--- src/rtl/logic_unit_pipe.sv ---
// Two-stage pipelined bitwise logic unit with zero/all-ones/parity flags and a
// running AND/OR mask accumulator, valid/ready on both sides.

package logic_unit_pipe_pkg;

  typedef enum logic [3:0] {
    OP_AND     = 4'd0,
    OP_OR      = 4'd1,
    OP_XOR     = 4'd2,
    OP_NOR     = 4'd3,
    OP_ANDN    = 4'd4,
    OP_NAND    = 4'd5,
    OP_XNOR    = 4'd6,
    OP_PASSA   = 4'd7,
    OP_ACC_AND = 4'd8,
    OP_ACC_OR  = 4'd9,
    OP_ACC_CLR = 4'd10
  } op_e;

endpackage

module logic_unit_pipe
  import logic_unit_pipe_pkg::*;
#(
  parameter int WIDTH    = 32,
  parameter bit ACC_INIT = 1'b0
) (
  input  logic             clock,
  input  logic             reset_n,
  input  logic             in_valid,
  output logic             in_ready,
  input  logic [WIDTH-1:0] ina,
  input  logic [WIDTH-1:0] inb,
  input  logic [3:0]       op,
  output logic             out_valid,
  input  logic             out_ready,
  output logic [WIDTH-1:0] result,
  output logic             flag_zero,
  output logic             flag_ones,
  output logic             flag_par,
  output logic [WIDTH-1:0] acc_value
);

  localparam logic [WIDTH-1:0] CLEAR_VALUE = ACC_INIT ? '1 : '0;

  logic             adv;
  logic             s1_valid;
  logic [WIDTH-1:0] s1_a;
  logic [WIDTH-1:0] s1_b;
  logic [3:0]       s1_op;
  logic [WIDTH-1:0] next_result;
  logic [WIDTH-1:0] next_acc;

  // The whole pipe moves as one; an empty S1 still waits behind a stalled S2.
  assign adv      = !out_valid || out_ready;
  assign in_ready = adv;

  // ---------------------------------------------------------------- stage 1
  // NOTE: sequential state is written with <= so every register samples the
  // pre-edge values; blocking writes here would create order-dependent races.
  always_ff @(posedge clock) begin
    if (!reset_n) begin
      s1_valid <= 1'b0;
    end else if (adv) begin
      s1_valid <= in_valid;
    end
  end

  // NOTE: operand registers carry no reset; s1_valid alone says whether they
  // hold anything meaningful, so resetting them would only cost routing.
  always_ff @(posedge clock) begin
    if (adv && in_valid) begin
      s1_a  <= ina;
      s1_b  <= inb;
      s1_op <= op;
    end
  end

  // ---------------------------------------------------------------- stage 2
  // NOTE: every output of this block gets a default first so that no path
  // through the case leaves a variable unassigned and infers a latch.
  always_comb begin
    next_result = '0;
    next_acc    = acc_value;
    case (s1_op)
      OP_AND:     next_result = s1_a & s1_b;
      OP_OR:      next_result = s1_a | s1_b;
      OP_XOR:     next_result = s1_a ^ s1_b;
      OP_NOR:     next_result = ~(s1_a | s1_b);
      OP_ANDN:    next_result = s1_a & ~s1_b;
      OP_NAND:    next_result = ~(s1_a & s1_b);
      OP_XNOR:    next_result = ~(s1_a ^ s1_b);
      OP_PASSA:   next_result = s1_a;
      OP_ACC_AND: begin
        next_result = acc_value & s1_a;
        next_acc    = next_result;
      end
      OP_ACC_OR: begin
        next_result = acc_value | s1_a;
        next_acc    = next_result;
      end
      OP_ACC_CLR: begin
        next_result = CLEAR_VALUE;
        next_acc    = CLEAR_VALUE;
      end
      default:    next_result = '0;
    endcase
  end

  // Accumulator shares the result's edge, so a following ACC op in S1 always
  // reads the value its predecessor just wrote.
  always_ff @(posedge clock) begin
    if (!reset_n) begin
      out_valid <= 1'b0;
      result    <= '0;
      flag_zero <= 1'b1;
      flag_ones <= 1'b0;
      flag_par  <= 1'b0;
      acc_value <= CLEAR_VALUE;
    end else if (adv) begin
      out_valid <= s1_valid;
      if (s1_valid) begin
        result    <= next_result;
        flag_zero <= (next_result == '0);
        flag_ones <= &next_result;
        flag_par  <= ^next_result;
        acc_value <= next_acc;
      end
    end
  end

  // A result offered but not taken must stay put until the consumer takes it.
  a_hold_on_stall : assert property (
    @(posedge clock) disable iff (!reset_n)
    (out_valid && !out_ready) |=>
      (out_valid && $stable(result) && $stable(acc_value) &&
       $stable(flag_zero) && $stable(flag_ones) && $stable(flag_par))
  );

endmodule

--- config.mk ---
export PLATFORM = sky130hd
export DESIGN_NAME = logic_unit_pipe
export DESIGN_NICKNAME = d
export VERILOG_FILES = /design/src/rtl/logic_unit_pipe.sv
export SDC_FILE = /design/constraint.sdc
export NUM_CORES = 1
export LEC_CHECK = 0
export ABC_AREA = 0
export CORE_MARGIN = 2
export CORE_UTILIZATION = 50
export DETAILED_ROUTE_END_ITERATION = 7
export PLACE_DENSITY = 0.77
export SLEW_MARGIN = 25
export SYNTH_ARGS = -nofsm -noshare
export SYNTH_HDL_FRONTEND = slang
export SYNTH_SLANG_ARGS = --single-unit
--- constraint.sdc ---
create_clock -name clock -period 3.5 [get_ports clock]
set_clock_uncertainty 0.15 [all_clocks]
set_input_delay 1.05 -clock clock [delete_from_list [all_inputs] [get_ports clock]]
set_output_delay 1.05 -clock clock [all_outputs]
set_load 0.02 [all_outputs]
==> impl_metrics.json, run 1 <==
{
  "worstPathRequired_ps": 2300,
  "io_buffers": 140,
  "clkTransAtPathRegs_ps": 60,
  "htreeDepth": 4,
  "path_cells": "clkdlybuf4s50_1 -> nand2b_1 -> clkdlybuf4s50_1",
  "relSlewSlack": 0.477,
  "cts_buffers": 17,
  "finalHoldViolations": 0,
  "grt_pass1_wl_mm": 44.0,
  "clock-sinks": 137,
  "place_congestion": 0.915,
  "crit_buf_inv": 2,
  "vias": 8595,
  "end_kind": "output port",
  "cts_root_buf": "clkbuf_16",
  "synthDistinctLibCells": 76,
  "clockBufferDepth": 2,
  "timing.final.crit_period_ps": 3410,
  "diodes": 0,
  "layout.cells.most_common": "clkdlybuf4s50_1",
  "final_layout_size_suffix_gt1_frac": 0.129,
  "drcViolationCount": 4,
  "layout.nets": 1376,
  "core_area_mm2": 0.0194,
  "cts_tree": "yes",
  "crit_slowest_cell": "clkdlybuf4s50_1",
  "synth_seq_cells": 137,
  "rows": 51,
  "overflow": 0,
  "crit_path_start_kind": "input port",
  "leakagePower_uw": 0.00512,
  "area_delta_synth_final_pct": 25.8,
  "setup.worst_path.class": "in -> out",
  "synthesis.nets": 1213,
  "crit_family": "buffers and inverters",
  "worst_pin_slew_ps": 785,
  "fin_crit_sh": 0.974,
  "fp.dieH_um": 144,
  "grt_usage": 0.273,
  "synth_ff_type": "dfxtp_1",
  "clock_latency_ps": 420,
  "max_freq_mhz": 293,
  "ios": 141,
  "fp.dieW_um": 144,
  "status": "finished with violations",
  "first_global_vias": 8224,
  "violations": "DRC",
  "syn_area_mm2": 0.00987,
  "ctsHoldBuffers": 0,
  "synth-seq-area-share": 0.347,
  "drtPass1Iterations": 8,
  "dp_hpwl_mm": 20.1,
  "critical_path.max_stage_delay_ps": 600,
  "syn-mean-instance-area_um2": 9.74,
  "ant_nets": 0,
  "rrSetupSlack_ps": 110,
  "synth_edf_count": 68,
  "yosysWarnings": 0,
  "via_per_inst": 5.91,
  "synthCells": 1013,
  "cpMostUsedCell": "clkdlybuf4s50_1",
  "drtIter0Drc": 824,
  "initial_core_util": 0.509,
  "ys_async_sr_fraction": 0,
  "final_cell_mix": "clkdlybuf4s50_1 (139), ha_1 (128), inv_1 (101)",
  "ir_drop_mv": 0.348,
  "drv_slew": 0,
  "die_area_mm2": 0.0209,
  "critPathMaxFanout": 2,
  "grt_max_degree": 48,
  "antenna_found_initial": 0,
  "tns_ps": 0,
  "wire_per_inst_um": 19.5,
  "power_per_cell_area_mw_per_mm2": 386,
  "grt_setup_unrepaired": "false",
  "max-cap-violations": 0,
  "setup_violations": 0,
  "final_util": 0.640,
  "holdCritPathClass": "reg -> reg",
  "drt_wl_total_mm": 28.4,
  "cp.arrival_ps": 2210
}
-- through the flow --
step | hold slack (ps) | worst slack, ps | instance area (µm²) | cells | total power (µW)
after global placement | 305 | 86.9 | 11800 | 1420 | 3040
after CTS | 324 | 79.1 | 12400 | 1452 | 4770
final | 325 | 89.4 | 12400 | 1454 | 4780
after global routing | 339 | 2.16 | 12400 | 1454 | 4980
after detailed placement | 308 | 85.6 | 11800 | 1420 | 3070
after floorplan | 340 | 671 | 9870 | 1013 | 2630
-- final timing paths --
check,startpoint,to,cells past startpoint
worst max-delay path,out_ready,in_ready,3
worst min-delay path,flag_zero$_SDFFE_PN1P_,flag_zero$_SDFFE_PN1P_,2
worst max register to register,s1_op[3]$_DFFE_PP_,flag_par$_SDFFE_PN0P_,12
worst min register to register,flag_zero$_SDFFE_PN1P_,flag_zero$_SDFFE_PN1P_,2
-- routing by layer --
metal  track usage  vias up  part of all wire
li1              -     4050                 -
met1         0.373     4068              0.44
met2         0.425      405              0.44
met3        0.0652       72             0.085
met4        0.0945        0             0.031
met5             0        -                 0
-- cells in the mapped netlist, types with 14 or more instances --
cell	number	area, µm²
inv_1	101	379
a22o_1	17	149
nand2b_1	20	125
a2bb2oi_1	21	184
o22ai_1	17	106
nor2b_1	37	231
clkbuf_1	27	101
a21o_1	28	210
xnor2_1	15	131
nand2_1	26	97.6
a22oi_1	56	420
buf_2	25	125
nor2_1	28	105
nand3_1	14	70.1
o2bb2ai_1	26	228
edfxtp_1	68	2040
ha_1	128	1600
dfxtp_1	69	1380
o21ai_0	57	285
a21oi_1	43	215
-- tightest hold or removal path, delay by kind of cell, from the launching register on --
family        cells  cell delay [ps]
flops             1              320
simple gates      2              120
-- registers in the layout, summed over array words and instances, names as in the netlist --
signal / cells
acc_value: 32
result: 32
s1_a: 32
s1_b: 32
s1_op: 4
flag_ones: 1
flag_par: 1
flag_zero: 1
out_valid: 1
s1_valid: 1
-- layout make-up --
cell class | instances | area (µm²)
flip-flops and latches | 137 | 3420
inverters | 102 | 383
clock buffers | 22 | 495
multi-input cells | 698 | 5640
fillers | 1593 | 6990
repair buffers | 220 | 2070
well taps | 265 | 332
clock inverters | 10 | 65.1
-- repair_timing --
action,4_1_cts,5_1_grt
setup buffers,0,2
endpoints found under the setup margin,0,1
gates resized for setup,0,2
-- cells by family after synthesis --
kind of cell,after synthesis,share of synthesized area
and+or+nand+nor,180,0.106
adders and majority gates,129,0.163
muxes,5,0.00507
buffers and inverters,178,0.0838
DFF,137,0.347
AOI/OAI and AO/OA,364,0.277
xor gates and xnor gates,20,0.0178
-- report_power, final --
part           total, µW  switching (µW)  internal (µW)
clock               1720             713           1000
sequential          1870            86.4           1780
combinational       1200             636            567
total               4780            1440           3350
Power figures use the tool's default switching activity.
==> run 2, diff against run 1 <==
--- a/config.mk
+++ b/config.mk
@@ -6,10 +6,9 @@
 export NUM_CORES = 1
 export LEC_CHECK = 0
 export ABC_AREA = 0
-export CORE_MARGIN = 2
-export CORE_UTILIZATION = 50
+export CORE_UTILIZATION = 39
 export DETAILED_ROUTE_END_ITERATION = 7
-export PLACE_DENSITY = 0.77
+export SKIP_LAST_GASP = 1
 export SLEW_MARGIN = 25
 export SYNTH_ARGS = -nofsm -noshare
 export SYNTH_HDL_FRONTEND = slang
==> run 2 against run 1 <==
The flow now finishes without violations; non-clock buffer count shrank 17; final area shrank 0.66%; sequential share of layout area is 0.18 points higher; critical path depth is the same; hold slack improved by 12 ps; power fell by 0.46%; via count decreased by 2.5%.
==> impl_metrics.json, run 2 (same netlist as run 1, synthesis figures left out) <==
{
  "leakagePower_uw": 0.00503,
  "diodes": 0,
  "io_buffers": 140,
  "fp.dieW_um": 161,
  "ant_nets": 0,
  "power_per_cell_area_mw_per_mm2": 386,
  "ir_drop_mv": 0.214,
  "tns_ps": 0,
  "fin_crit_sh": 0.976,
  "drtIter0Drc": 774,
  "crit_path_start_kind": "input port",
  "cts_buffers": 17,
  "status": "finished clean",
  "htreeDepth": 4,
  "finalHoldViolations": 0,
  "clock_latency_ps": 430,
  "drt_wl_total_mm": 29.2,
  "layout.nets": 1359,
  "relSlewSlack": 0.313,
  "vias": 8378,
  "grt_pass1_wl_mm": 45.4,
  "worst_pin_slew_ps": 1030,
  "design_area_mm2": 0.0123,
  "setup_violations": 0,
  "ios": 141,
  "via_per_inst": 5.60,
  "worstPathRequired_ps": 2300,
  "setup.worst_path.class": "in -> out",
  "grt_usage": 0.227,
  "grt_setup_unrepaired": "false",
  "final_cell_mix": "clkdlybuf4s50_1 (139), ha_1 (128), inv_1 (101)",
  "max_freq_mhz": 293,
  "cts_root_buf": "clkbuf_16",
  "clockBufferDepth": 2,
  "end_kind": "output port",
  "cp.arrival_ps": 2220,
  "drtPass1Iterations": 5,
  "drcViolationCount": 0,
  "overflow": 0,
  "final_layout_size_suffix_gt1_frac": 0.111,
  "grt_max_degree": 70,
  "cts_tree": "yes",
  "ctsHoldBuffers": 0,
  "setup_slack_ps": 84.0,
  "max-cap-violations": 0,
  "place_congestion": 0.898,
  "pre_cts_ws_ps": 85.8,
  "critPathMaxFanout": 2,
  "holdCritPathClass": "reg -> reg",
  "die_area_mm2": 0.0259,
  "wire_per_inst_um": 19.5,
  "antenna_found_initial": 0,
  "clock-sinks": 137,
  "first_global_vias": 7937,
  "area_delta_synth_final_pct": 24.9,
  "timing.final.crit_period_ps": 3420,
  "fp.dieH_um": 161,
  "clkTransAtPathRegs_ps": 60,
  "layout.cells.most_common": "clkdlybuf4s50_1",
  "dpl_cell_area_mm2": 0.0117,
  "core_area_mm2": 0.0245,
  "rows": 57,
  "drv_slew": 0,
  "dp_hpwl_mm": 20.9,
  "initial_core_util": 0.402
}
-- run 2: final timing paths --
check / start / endpoint / slack [ps] / depth (start not counted)
hold / removal: flag_zero$_SDFFE_PN1P_ / flag_zero$_SDFFE_PN1P_ / 340 / 2
hold reg to reg: flag_zero$_SDFFE_PN1P_ / flag_zero$_SDFFE_PN1P_ / 340 / 2
setup / recovery: out_ready / in_ready / 80 / 3
setup reg to reg: s1_op[0]$_DFFE_PP_ / flag_par$_SDFFE_PN0P_ / 110 / 12
-- run 2: area by class of cell --
cell class | count | area, µm²
inverters | 102 | 383
repair buffers | 203 | 1930
well taps | 324 | 405
multi-input cells | 698 | 5620
clock buffers | 26 | 522
flip-flops and latches | 137 | 3420
clock inverters | 6 | 36.3
fillers | 2308 | 12200
-- run 2: per-stage QoR --
stage / utilization / hold slack (ps) / power, µW / std cells
floorplan: - / 340 / 2630 / 1013
global placement: 0.479 / 321 / 3040 / 1462
detailed placement: 0.479 / 321 / 3050 / 1462
CTS: 0.502 / 346 / 4790 / 1494
global route: 0.502 / 369 / 4990 / 1496
finish: 0.502 / 337 / 4760 / 1496
-- run 2: repair_timing --
| item | CTS | global route |
|---|---|---|
| gates resized for setup | 0 | 1 |
| setup endpoints to repair | 0 | 1 |
| buffers inserted | 0 | 2 |
-- run 2: worst max-delay path, stage by stage --
cell             delay, ps
clkdlybuf4s50_1        450
nand2b_1               120
clkdlybuf4s50_1        600
-- run 2: report_power, final --
group	leakage, µW	internal, µW	total, µW	switching, µW
Clock	0.000273	1030	1720	697
Combinational	0.00353	545	1170	628
Sequential	0.00122	1780	1870	86.2
-- run 2: routing by layer --
layer / wire, µm / GRT usage
met1: 14100 / 0.332
met2: 12900 / 0.342
met3: 1750 / 0.0393
met4: 385 / 0.0596
met5: 0 / 0
